### src/rtl/pe_axi_rd_arbiter_if.sv
// Requester and AXI4-Lite read bundle shared by the PE read arbiter.
// master = arbiter side, slave = requesters plus AXI read slave.
interface pe_axi_rd_arbiter_if #(
  parameter int NUM_REQ    = 4,
  parameter int ADDR_WIDTH = 32,
  parameter int DATA_WIDTH = 32
);
  logic [NUM_REQ-1:0]            req_valid;
  logic [NUM_REQ*ADDR_WIDTH-1:0] req_addr;
  logic [NUM_REQ-1:0]            req_ready;
  logic [NUM_REQ-1:0]            rsp_valid;
  logic [DATA_WIDTH-1:0]         rsp_data;
  logic                          rsp_err;

  logic [ADDR_WIDTH-1:0]         maxi_araddr;
  logic                          maxi_arvalid;
  logic                          maxi_arready;
  logic [2:0]                    maxi_arprot;
  logic [DATA_WIDTH-1:0]         maxi_rdata;
  logic                          maxi_rvalid;
  logic                          maxi_rready;
  logic [1:0]                    maxi_rresp;

  modport master (
    input  req_valid, req_addr,
    output req_ready, rsp_valid,
    output rsp_data, rsp_err,
    output maxi_araddr, maxi_arvalid,
    input  maxi_arready,
    output maxi_arprot,
    input  maxi_rdata, maxi_rvalid,
    output maxi_rready,
    input  maxi_rresp
  );

  modport slave (
    output req_valid, req_addr,
    input  req_ready, rsp_valid,
    input  rsp_data, rsp_err,
    input  maxi_araddr, maxi_arvalid,
    output maxi_arready,
    input  maxi_arprot,
    output maxi_rdata, maxi_rvalid,
    input  maxi_rready,
    output maxi_rresp
  );
endinterface

### src/rtl/pe_axi_rd_arbiter.sv
// Round-robin sharing of the PE AXI4-Lite read port, one read in flight,
// with slave-error and timeout conversion into per-requester responses.
module pe_axi_rd_arbiter #(
  parameter int NUM_REQ        = 4,
  parameter int ADDR_WIDTH     = 32,
  parameter int DATA_WIDTH     = 32,
  parameter int TIMEOUT_CYCLES = 255,
  localparam int IW = $clog2(NUM_REQ)
) (
  input  logic                clk,
  input  logic                rst,
  pe_axi_rd_arbiter_if.master bus,
  output logic                busy,
  output logic [IW-1:0]       grant_id,
  output logic                timeout_flag
);

  typedef enum logic [2:0] {
    IDLE,
    ADDR,
    DATA,
    RESP,
    DRAIN
  } state_t;

  localparam logic [7:0] TO_LAST = 8'(TIMEOUT_CYCLES);

  state_t                state_q;
  state_t                state_d;
  logic [ADDR_WIDTH-1:0] addr_arr [NUM_REQ];
  logic [ADDR_WIDTH-1:0] addr_q;
  logic [IW-1:0]         last_q;
  logic [IW-1:0]         gid_q;
  logic [IW-1:0]         pick;
  logic [IW-1:0]         idx;
  logic [7:0]            cnt_q;
  logic [DATA_WIDTH-1:0] data_q;
  logic                  err_q;
  logic                  drain_q;
  logic                  tflag_q;
  logic                  busy_q;
  logic                  expired;
  logic                  take;

  for (genvar i = 0; i < NUM_REQ; i++) begin : g_addr
    assign addr_arr[i] =
      bus.req_addr[i*ADDR_WIDTH +: ADDR_WIDTH];
  end

  // Walk downward so the nearest requester after last_q wins.
  always_comb begin
    pick = last_q;
    idx  = '0;
    for (int i = NUM_REQ; i > 0; i--) begin
      idx = IW'((int'(last_q) + i) % NUM_REQ);
      if (bus.req_valid[idx]) pick = idx;
    end
  end

  assign expired = (state_q == DATA) &&
                   !bus.maxi_rvalid &&
                   (cnt_q == TO_LAST);

  assign take = (state_q == IDLE) && !rst &&
                (|bus.req_valid);

  always_comb begin
    state_d          = state_q;
    bus.req_ready    = '0;
    bus.rsp_valid    = '0;
    bus.maxi_arvalid = 1'b0;
    bus.maxi_rready  = 1'b0;
    unique case (state_q)
      IDLE: begin
        if (take) begin
          bus.req_ready[pick] = 1'b1;
          state_d = ADDR;
        end
      end
      ADDR: begin
        bus.maxi_arvalid = 1'b1;
        if (bus.maxi_arready) state_d = DATA;
      end
      DATA: begin
        bus.maxi_rready = 1'b1;
        if (bus.maxi_rvalid || expired)
          state_d = RESP;
      end
      RESP: begin
        bus.rsp_valid[gid_q] = !rst;
        state_d = drain_q ? DRAIN : IDLE;
      end
      DRAIN: begin
        bus.maxi_rready = 1'b1;
        if (bus.maxi_rvalid) state_d = IDLE;
      end
      default: state_d = IDLE;
    endcase
  end

  always_ff @(posedge clk) begin
    if (rst) begin
      state_q <= IDLE;
      busy_q  <= 1'b0;
      addr_q  <= '0;
      gid_q   <= '0;
      last_q  <= IW'(NUM_REQ - 1);
      cnt_q   <= '0;
      data_q  <= '0;
      err_q   <= 1'b0;
      drain_q <= 1'b0;
      tflag_q <= 1'b0;
    end else begin
      state_q <= state_d;
      busy_q  <= (state_d != IDLE);
      if (take) begin
        addr_q <= addr_arr[pick];
        gid_q  <= pick;
      end
      if (state_q == ADDR) cnt_q <= '0;
      if (state_q == DATA) begin
        cnt_q <= cnt_q + 8'd1;
        if (bus.maxi_rvalid) begin
          data_q <= bus.maxi_rdata;
          err_q  <= |bus.maxi_rresp;
        end else if (expired) begin
          data_q  <= '0;
          err_q   <= 1'b1;
          tflag_q <= 1'b1;
          drain_q <= 1'b1;
        end
      end
      if (state_q == RESP) last_q <= gid_q;
      if (state_q == DRAIN && bus.maxi_rvalid)
        drain_q <= 1'b0;
    end
  end

  assign bus.maxi_araddr = addr_q;
  assign bus.maxi_arprot = 3'b000;
  assign bus.rsp_data    = data_q;
  assign bus.rsp_err     = err_q;
  assign busy            = busy_q;
  assign grant_id        = gid_q;
  assign timeout_flag    = tflag_q;

endmodule

### src/flat_wrapper.sv
// flat-port wrapper written by rule: the top's interface ports become plain ports
module pe_axi_rd_arbiter_flat 
#(
  parameter int NUM_REQ        = 4,
  parameter int ADDR_WIDTH     = 32,
  parameter int DATA_WIDTH     = 32,
  parameter int TIMEOUT_CYCLES = 255,
  localparam int IW = $clog2(NUM_REQ)
)
  (clk, rst, busy, grant_id, timeout_flag, bus_req_valid, bus_req_addr, bus_req_ready, bus_rsp_valid, bus_rsp_data, bus_rsp_err, bus_maxi_araddr, bus_maxi_arvalid, bus_maxi_arready, bus_maxi_arprot, bus_maxi_rdata, bus_maxi_rvalid, bus_maxi_rready, bus_maxi_rresp);
  pe_axi_rd_arbiter_if #(.NUM_REQ(NUM_REQ), .ADDR_WIDTH(ADDR_WIDTH), .DATA_WIDTH(DATA_WIDTH)) bus_i ();
  input  logic clk;
  input  logic rst;
  output logic busy;
  output logic [IW-1:0] grant_id;
  output logic timeout_flag;
  input wire logic [$bits(bus_i.req_valid)-1:0] bus_req_valid;
  input wire logic [$bits(bus_i.req_addr)-1:0] bus_req_addr;
  output wire logic [$bits(bus_i.req_ready)-1:0] bus_req_ready;
  output wire logic [$bits(bus_i.rsp_valid)-1:0] bus_rsp_valid;
  output wire logic [$bits(bus_i.rsp_data)-1:0] bus_rsp_data;
  output wire logic [$bits(bus_i.rsp_err)-1:0] bus_rsp_err;
  output wire logic [$bits(bus_i.maxi_araddr)-1:0] bus_maxi_araddr;
  output wire logic [$bits(bus_i.maxi_arvalid)-1:0] bus_maxi_arvalid;
  input wire logic [$bits(bus_i.maxi_arready)-1:0] bus_maxi_arready;
  output wire logic [$bits(bus_i.maxi_arprot)-1:0] bus_maxi_arprot;
  input wire logic [$bits(bus_i.maxi_rdata)-1:0] bus_maxi_rdata;
  input wire logic [$bits(bus_i.maxi_rvalid)-1:0] bus_maxi_rvalid;
  output wire logic [$bits(bus_i.maxi_rready)-1:0] bus_maxi_rready;
  input wire logic [$bits(bus_i.maxi_rresp)-1:0] bus_maxi_rresp;
  assign bus_i.req_valid = bus_req_valid;
  assign bus_i.req_addr = bus_req_addr;
  assign bus_req_ready = bus_i.req_ready;
  assign bus_rsp_valid = bus_i.rsp_valid;
  assign bus_rsp_data = bus_i.rsp_data;
  assign bus_rsp_err = bus_i.rsp_err;
  assign bus_maxi_araddr = bus_i.maxi_araddr;
  assign bus_maxi_arvalid = bus_i.maxi_arvalid;
  assign bus_i.maxi_arready = bus_maxi_arready;
  assign bus_maxi_arprot = bus_i.maxi_arprot;
  assign bus_i.maxi_rdata = bus_maxi_rdata;
  assign bus_i.maxi_rvalid = bus_maxi_rvalid;
  assign bus_maxi_rready = bus_i.maxi_rready;
  assign bus_i.maxi_rresp = bus_maxi_rresp;
  pe_axi_rd_arbiter #(.NUM_REQ(NUM_REQ), .ADDR_WIDTH(ADDR_WIDTH), .DATA_WIDTH(DATA_WIDTH), .TIMEOUT_CYCLES(TIMEOUT_CYCLES)) u_core (.clk(clk), .rst(rst), .bus(bus_i), .busy(busy), .grant_id(grant_id), .timeout_flag(timeout_flag));
endmodule
### config.mk
export PLATFORM = sky130hd
export DESIGN_NAME = pe_axi_rd_arbiter_flat
export DESIGN_NICKNAME = d
export VERILOG_FILES = /design/src/rtl/pe_axi_rd_arbiter_if.sv /design/src/rtl/pe_axi_rd_arbiter.sv /design/src/flat_wrapper.sv
export SDC_FILE = /design/constraint.sdc
export NUM_CORES = 1
export LEC_CHECK = 0
export BUFFER_PORTS_ARGS = -buffer_cell sky130_fd_sc_hd__buf_2
export CORE_UTILIZATION = 40
export DETAILED_ROUTE_END_ITERATION = 12
export GPL_ROUTABILITY_DRIVEN = 1
export PLACE_DENSITY = 0.82
export SLEW_MARGIN = 30
export SYNTH_ARGS = -nofsm -noshare
export SYNTH_HDL_FRONTEND = slang
export SYNTH_SLANG_ARGS = --single-unit
### constraint.sdc
create_clock -name clk -period 1.6 [get_ports clk]
set_input_delay 0 -clock clk [delete_from_list [all_inputs] [get_ports clk]]
set_output_delay 0 -clock clk [all_outputs]
set_load 0.03 [all_outputs]
==> results.cfg, run 1 <==
[power]
p_sw_mw = 2.28
ir_drop_uv = 527
sequentialPowerShare_pct = 37.9
cell_internal_pwr_mw = 3.92
power_density_nw_per_um2 = 747
clockPowerShare_pct = 24.4
combPwrFrac_pct = 37.7
p_leak_nw = 3.84
swShare_pct = 36.8

[global_route]
grt-ovfl-total = 0
grt_max_degree = 33
grt_pass1_vias = 6137
grt_pass1_wl_mm = 30.4
grtUsageTotal_pct = 34.8
antenna_found_initial = 2

[sta]
fin_crit_sh_pct = 125
setup_violations = 91
layout_setup_ws_ps = -393
maxSlewViolCount = 0
final.setup.tns_ps = -16220
skew_ps = 16.7
hold_viol_final = 0
clock.fmax_mhz = 502
post-route-min-period_ps = 1990
rsz0062_at_grt = true

[drt]
remaining_drc_errors = 0
avgRoutedWirePerCell_um = 21.7
viasPerCell = 6.07
drt-total-wl_mm = 22.6
drt_pass1_iterations = 8
vias = 6323
ant_nets = 0
drt_iter0_markers = 687

[critical_path]
reg2reg_setup_slack_ps = -370
r2r-start = u_core.last_q[1]$_SDFFE_PP1P_
critPathBufInv = 3
worst_path_largest_cell_delay_ps = 370
arrival_ps = 1990
crit_fanout = 3
cp_top_family = simple AND/OR/NAND/NOR gates
startpoint_type = flip-flop
path_cells = nor4_4, nand2_2, buf_6, a31oi_4, buf_12, and2_4, buf_6
r2r-end = u_core.bus.maxi_araddr[16]$_SDFFE_PP0P_
cp_data_required_time_ps = 1600
cp_common_cell = buf_6
slowest_stage = dfxtp_4
critPathCaptureType = output pin
path_class = reg2out
reg2regPathDepth = 10

[cts]
cts_buffer_depth = 2
clock_latency_ps = 370
clock-root-buffer = clkbuf_8
path_clk_slew_ps = 100
cts_made_buffers = 9
h-tree-depth = 3
tritoncts = built
clock_sinks = 83

[min_path]
whs_endpoint = u_core.bus.maxi_araddr[3]$_SDFFE_PP0P_
hold_path_depth = 4
min_path_type = in2reg
hold_start = bus_req_addr[35]

[synthesis]
synth_flop_cell = dfxtp_1
netlist_area_um2 = 4240
async_flop_share_pct = 0
syn_inst = 475
synthDistinctLibCells = 55
yosys.area.top_type = dfxtp_1
synth-seq-cells = 83
avgSynthCellArea_um2 = 8.92
synth_edf_count = 0
synth_top_cell_area_share_pct = 39.2
ys_warn_count = 0
yosysSeqAreaShare_pct = 39.2
synthTopCellsByArea = dfxtp_1 39%, a22o_1 6.6%, nand3_1 4.7%

[floorplan]
fp.dieW_um = 105
start_util_pct = 41.2
die_area_um2 = 11000
io-pin-count = 252
fp.dieH_um = 105
core_um2 = 10300
rows = 37

[final_layout]
final_area_um2 = 8290
nets = 1070
area_growth_pct = 95.6
drive_above_1_share_pct = 49.6
nFillCells = 568

[run]
drv_cap = 0

[placed_design]
place_area_um2 = 5980
numPortBuffers = 248
place.gp.congestion = 0.877
dpl.hpwl_mm = 10.5
dp_slack_ps = -158

[run_status]
violations = negative setup slack
status = finished with violations
==> cells in the final DEF (no fill, tap or decap), types with 4 or more instances in the layout <==
cell,n
nand2_2,5
mux2i_1,17
o211ai_1,15
nor2_4,6
o21ai_1,14
nand3_1,34
and4_1,17
a21oi_2,8
o21ai_0,8
buf_4,58
nor2_1,18
a22o_1,32
buf_12,13
buf_16,4
a21boi_0,15
buf_8,5
clkbuf_8,9
nand2_1,25
dlygate4sd3_1,107
and2_4,4
and3_1,16
o31a_1,17
buf_2,238
dfxtp_1,79
a32oi_1,14
nand3_2,6
o21ai_2,14
buf_6,29
==> through the flow <==
stage	hold WS [ps]	instances	utilization [%]	total power [mW]
floorplan	133	477	-	3.28
global placement	216	872	58.2	3.89
detailed placement	221	872	58.2	3.93
CTS	2.06	1022	75.9	5.82
global route	42.2	1041	80.6	6.38
finish	31.2	1042	80.7	6.19
==> what timing repair did <==
action	in CTS	in global routing
endpoints found under the hold margin	66	0
buffers inserted	24	19
setup endpoints to repair	44	92
gates cloned	4	2
gates resized for setup	77	79
hold buffers	107	0
pin swaps	32	49
==> power by group through the flow <==
stage	Combinational (mW)	Sequential, mW	Clock [mW]
after detailed placement	1.56	2.37	0
after global routing	2.42	2.36	1.60
after floorplan	0.632	2.65	0
final	2.34	2.34	1.51
after global placement	1.53	2.36	0
after CTS	1.99	2.32	1.50
==> final cells by class <==
type                    instances  area [um2]  area share (%)
diodes                          2        5.00          0.0604
clock buffers                   9         124            1.49
clock inverters                 7        58.8           0.709
inverters                       3        11.3           0.136
multi-input cells             346        2730            32.9
flip-flops and latches         83        1670            20.2
well taps                     136         170            2.05
repair buffers                456        3520            42.5
==> registers in the layout, indices dropped and copies added, names as in the netlist <==
register / flops
u_core.drain_q: 1
u_core.last_q: 2
u_core.state_q: 3
u_core.timeout_flag: 1
u_core.bus.rsp_data: 32
u_core.bus.maxi_araddr: 32
u_core.busy: 1
u_core.grant_id: 2
u_core.cnt_q: 8
u_core.bus.rsp_err: 1
==> per-layer routing <==
layer / global-route usage (%) / part of all wire [%] / vias up
li1: - / - / 2658
met1: 36.0 / 34 / 2909
met2: 61.9 / 49 / 563
met3: 7.05 / 9.5 / 193
met4: 26.4 / 7.8 / 0
met5: 0 / 0 / -
==> how the worst max path moves through the flow <==
stage                                   from                                       to  slack (ps)  cells after the start
2_1_floorplan  u_core.last_q[1]$_SDFFE_PP1P_  u_core.bus.maxi_araddr[10]$_SDFFE_PP0P_         -40                      7
3_3_place_gp   u_core.last_q[1]$_SDFFE_PP1P_                         bus_req_ready[1]         -80                      8
3_5_place_dp   u_core.last_q[1]$_SDFFE_PP1P_   u_core.bus.maxi_araddr[4]$_SDFFE_PP0P_        -160                      7
4_1_cts         u_core.state_q[1]$_SDFF_PP0_                         bus_req_ready[2]        -360                      6
5_1_grt        u_core.last_q[1]$_SDFFE_PP1P_  u_core.bus.maxi_araddr[17]$_SDFFE_PP0P_        -450                     10
6_report        u_core.state_q[1]$_SDFF_PP0_                         bus_req_ready[3]        -390                      7
==> synthesized netlist by cell type, drive strengths merged, types with 2 or more instances <==
| cell type | instances |
|---|---|
| and2 | 4 |
| nor4 | 3 |
| a31oi | 3 |
| o21a | 2 |
| dfxtp | 83 |
| a211o | 2 |
| and3 | 19 |
| a21oi | 11 |
| and4 | 17 |
| nand2b | 2 |
| nor4b | 3 |
| inv | 3 |
| buf | 24 |
| nand2 | 33 |
| nor3 | 7 |
| a22o | 32 |
| a21o | 2 |
| clkbuf | 21 |
| o211ai | 15 |
| or3b | 2 |
| nor2b | 3 |
| nand3 | 40 |
| mux2i | 17 |
| a32oi | 17 |
| a311oi | 3 |
| nor2 | 27 |
| o21ai | 36 |
| o31a | 17 |
| a21boi | 15 |
==> logic make-up after synthesis <==
kind of cell / synth area share (%)
muxes: 4.28
xor gates and xnor gates: 0.207
AOI/OAI and AO/OA: 28.0
DFF: 39.2
adders and majority gates: 0.295
buffers and inverters: 5.76
other: 0.0885
and+or+nand+nor: 22.2
==> worst min-delay path, stage by stage <==
cell     delay (ps)
buf_2            70
o31a_1          160
o21ai_2          70
nand3_1          70
(Power assumes the default switching activity.)
==> run 2, diff against run 1 <==
Settings changed: SETUP_SLACK_MARGIN from default to 0.5.
==> run 2 against run 1 <==
Against the previous run:
- the run still ends with negative setup slack left
- die area unchanged
- sequential power about the same
- clock skew decreased by 8.0 ps
- clock power up 9.9%
- final area down 1.7%
- global-route usage rose by 1.9 points
- setup slack improved by 65 ps
- first-iteration DRC count grew 3.5%
- critical path type unchanged
- critical endpoint unchanged
- largest power group unchanged
- highest routed layer unchanged
==> results.cfg, run 2 (same netlist as run 1, synthesis figures left out) <==
[drt]
vias = 6251
avgRoutedWirePerCell_um = 20.9
ant_nets = 0
drt-total-wl_mm = 21.5
drt_pass1_iterations = 5
viasPerCell = 6.06
drt_iter0_markers = 711
remaining_drc_errors = 0

[placed_design]
numPortBuffers = 248
dpl.hpwl_mm = 10.6
place.gp.congestion = 0.908

[min_path]
whs_endpoint = u_core.bus.maxi_araddr[11]$_SDFFE_PP0P_
hold_start = bus_req_addr[43]
hold_path_depth = 4
min_path_type = in2reg

[cts]
tritoncts = built
clock_latency_ps = 370
h-tree-depth = 3
cts_made_buffers = 9
clock-root-buffer = clkbuf_8
path_clk_slew_ps = 90
cts_buffer_depth = 2
clock_sinks = 83

[global_route]
grt_pass1_wl_mm = 31.8
grt_pass1_vias = 6212
top_usage_layer = met2
met1_usage_pct = 37.9
grt.met3_usage_pct = 11.8
antenna_found_initial = 0
grt_max_degree = 33
grt-ovfl-total = 0
use_met2_pct = 62.2
grtUsageTotal_pct = 36.7

[power]
fin_total_pwr_mw = 6.20
clockPowerShare_pct = 26.7
cell_internal_pwr_mw = 3.99
sequentialPowerShare_pct = 37.7
combPwrFrac_pct = 35.6
ir_drop_uv = 478
p_sw_mw = 2.21
swShare_pct = 35.6
p_leak_nw = 3.74
power_density_nw_per_um2 = 761

[critical_path]
reg2reg_setup_slack_ps = -270
arrival_ps = 1930
reg2regPathDepth = 9
startpoint_type = flip-flop
crit_fanout = 3
cp_top_family = simple AND/OR/NAND/NOR gates
r2r-start = u_core.state_q[1]$_SDFF_PP0_
cp_data_required_time_ps = 1600
critPathBufInv = 3
critPathCaptureType = output pin
slowest_stage = dfxtp_2
path_cells = buf_8, nor4_4, nand2_2, buf_4, a31oi_4, and2_4, buf_6
worst_path_largest_cell_delay_ps = 350
r2r-end = u_core.bus.maxi_araddr[28]$_SDFFE_PP0P_
path_class = reg2out

[sta]
whs_ps = 15.0
post-route-min-period_ps = 1930
worst_pin_slew_ps = 723
layout_setup_ws_ps = -328
clock.fmax_mhz = 519
maxSlewViolCount = 0
rsz0062_at_grt = true
final.setup.tns_ps = -11250
fin_crit_sh_pct = 120
skew_ps = 8.63
slew_headroom_pct = 51.7
setup_violations = 79
hold_viol_final = 0

[floorplan]
fp.dieW_um = 105
core_um2 = 10300
io-pin-count = 252
fp.dieH_um = 105
rows = 37
start_util_pct = 41.2
die_area_um2 = 11000

[run_status]
status = finished with violations
violations = negative setup slack

[final_layout]
final_common_cell = buf_2
n_antenna_cell = 0
drive_above_1_share_pct = 47.0
nets = 1061
area_growth_pct = 92.3
final_cell_mix = 238 x buf_2, 120 x dlygate4sd3_1, 74 x dfxtp_1, 50 x buf_4, 36 x nand3_1
nFillCells = 589
seq_area_um2 = 1680
multi_input_area_um2 = 2740

[run]
drv_cap = 0
[run 2: cell types whose count changed in the layout (fill, tap and decap cells not counted), moves of 5 or more]
cell           change
a21oi_2            -6
dfxtp_2            +5
dfxtp_1            -5
buf_4              -8
dlygate4sd3_1     +13
buf_12             -6
[run 2: metrics by stage]
step	worst slack, ps	instance area [um2]	util (%)	instances
6_report	-328	8150	79.3	1031
5_1_grt	-462	8150	79.3	1031
4_1_cts	-301	7870	76.5	1022
3_5_place_dp	-311	5980	58.2	861
3_3_place_gp	-407	5980	58.2	861
2_1_floorplan	15.7	4460	-	477
[run 2: cell type report]
type                            instances  share of cell area (%)
Clock buffer                            9                    1.52
Clock inverter                          7                    1.07
Tap cell                              136                    2.09
Timing Repair Buffer                  447                    40.9
Sequential cell                        83                    20.6
Inverter                                3                   0.200
Multi-Input combinational cell        346                    33.6
[run 2: timing repair]
item	4_1_cts	5_1_grt
endpoints found under the hold margin	66	0
endpoints found under the setup margin	94	94
pin swaps	11	17
setup buffers	23	8
resized for setup	65	45
hold buffers	120	0
gates cloned	2	1
[run 2: how the worst max path moves through the flow]
stage,to,from,cells past startpoint,slack [ps]
3_5_place_dp,u_core.bus.maxi_araddr[11]$_SDFFE_PP0P_,u_core.state_q[1]$_SDFF_PP0_,6,-310
2_1_floorplan,u_core.cnt_q[7]$_SDFFE_PP0P_,u_core.state_q[1]$_SDFF_PP0_,7,20
4_1_cts,bus_req_ready[2],u_core.state_q[2]$_SDFF_PP0_,7,-300
5_1_grt,bus_req_ready[3],u_core.state_q[1]$_SDFF_PP0_,7,-460
3_3_place_gp,u_core.bus.rsp_data[2]$_SDFFE_PP0P_,u_core.cnt_q[0]$_SDFFE_PP0P_,6,-410
6_report,bus_req_ready[3],u_core.state_q[1]$_SDFF_PP0_,7,-330
[run 2: worst reg2reg max path, delay by kind of cell, from the launching register on]
kind / cells / cell delay (ps)
simple gates: 4 / 740
buf+inv: 4 / 590
compound gates: 1 / 130
flops: 1 / 350
[run 2: power groups by stage]
stage / clock network, mW / registers [mW] / logic (mW)
after floorplan: 0 / 2.65 / 0.697
after global placement: 0 / 2.36 / 1.52
after detailed placement: 0 / 2.37 / 1.55
after CTS: 1.68 / 2.32 / 1.97
after global routing: 1.77 / 2.35 / 2.30
final: 1.66 / 2.34 / 2.21
[run 2: per-layer routing]
layer,wire length [um],share of wire [%],vias up
met2,10300,48,538
met4,1590,7.4,0
met3,2220,10,182
met5,0,0,-
li1,-,-,2639
met1,7370,34,2892
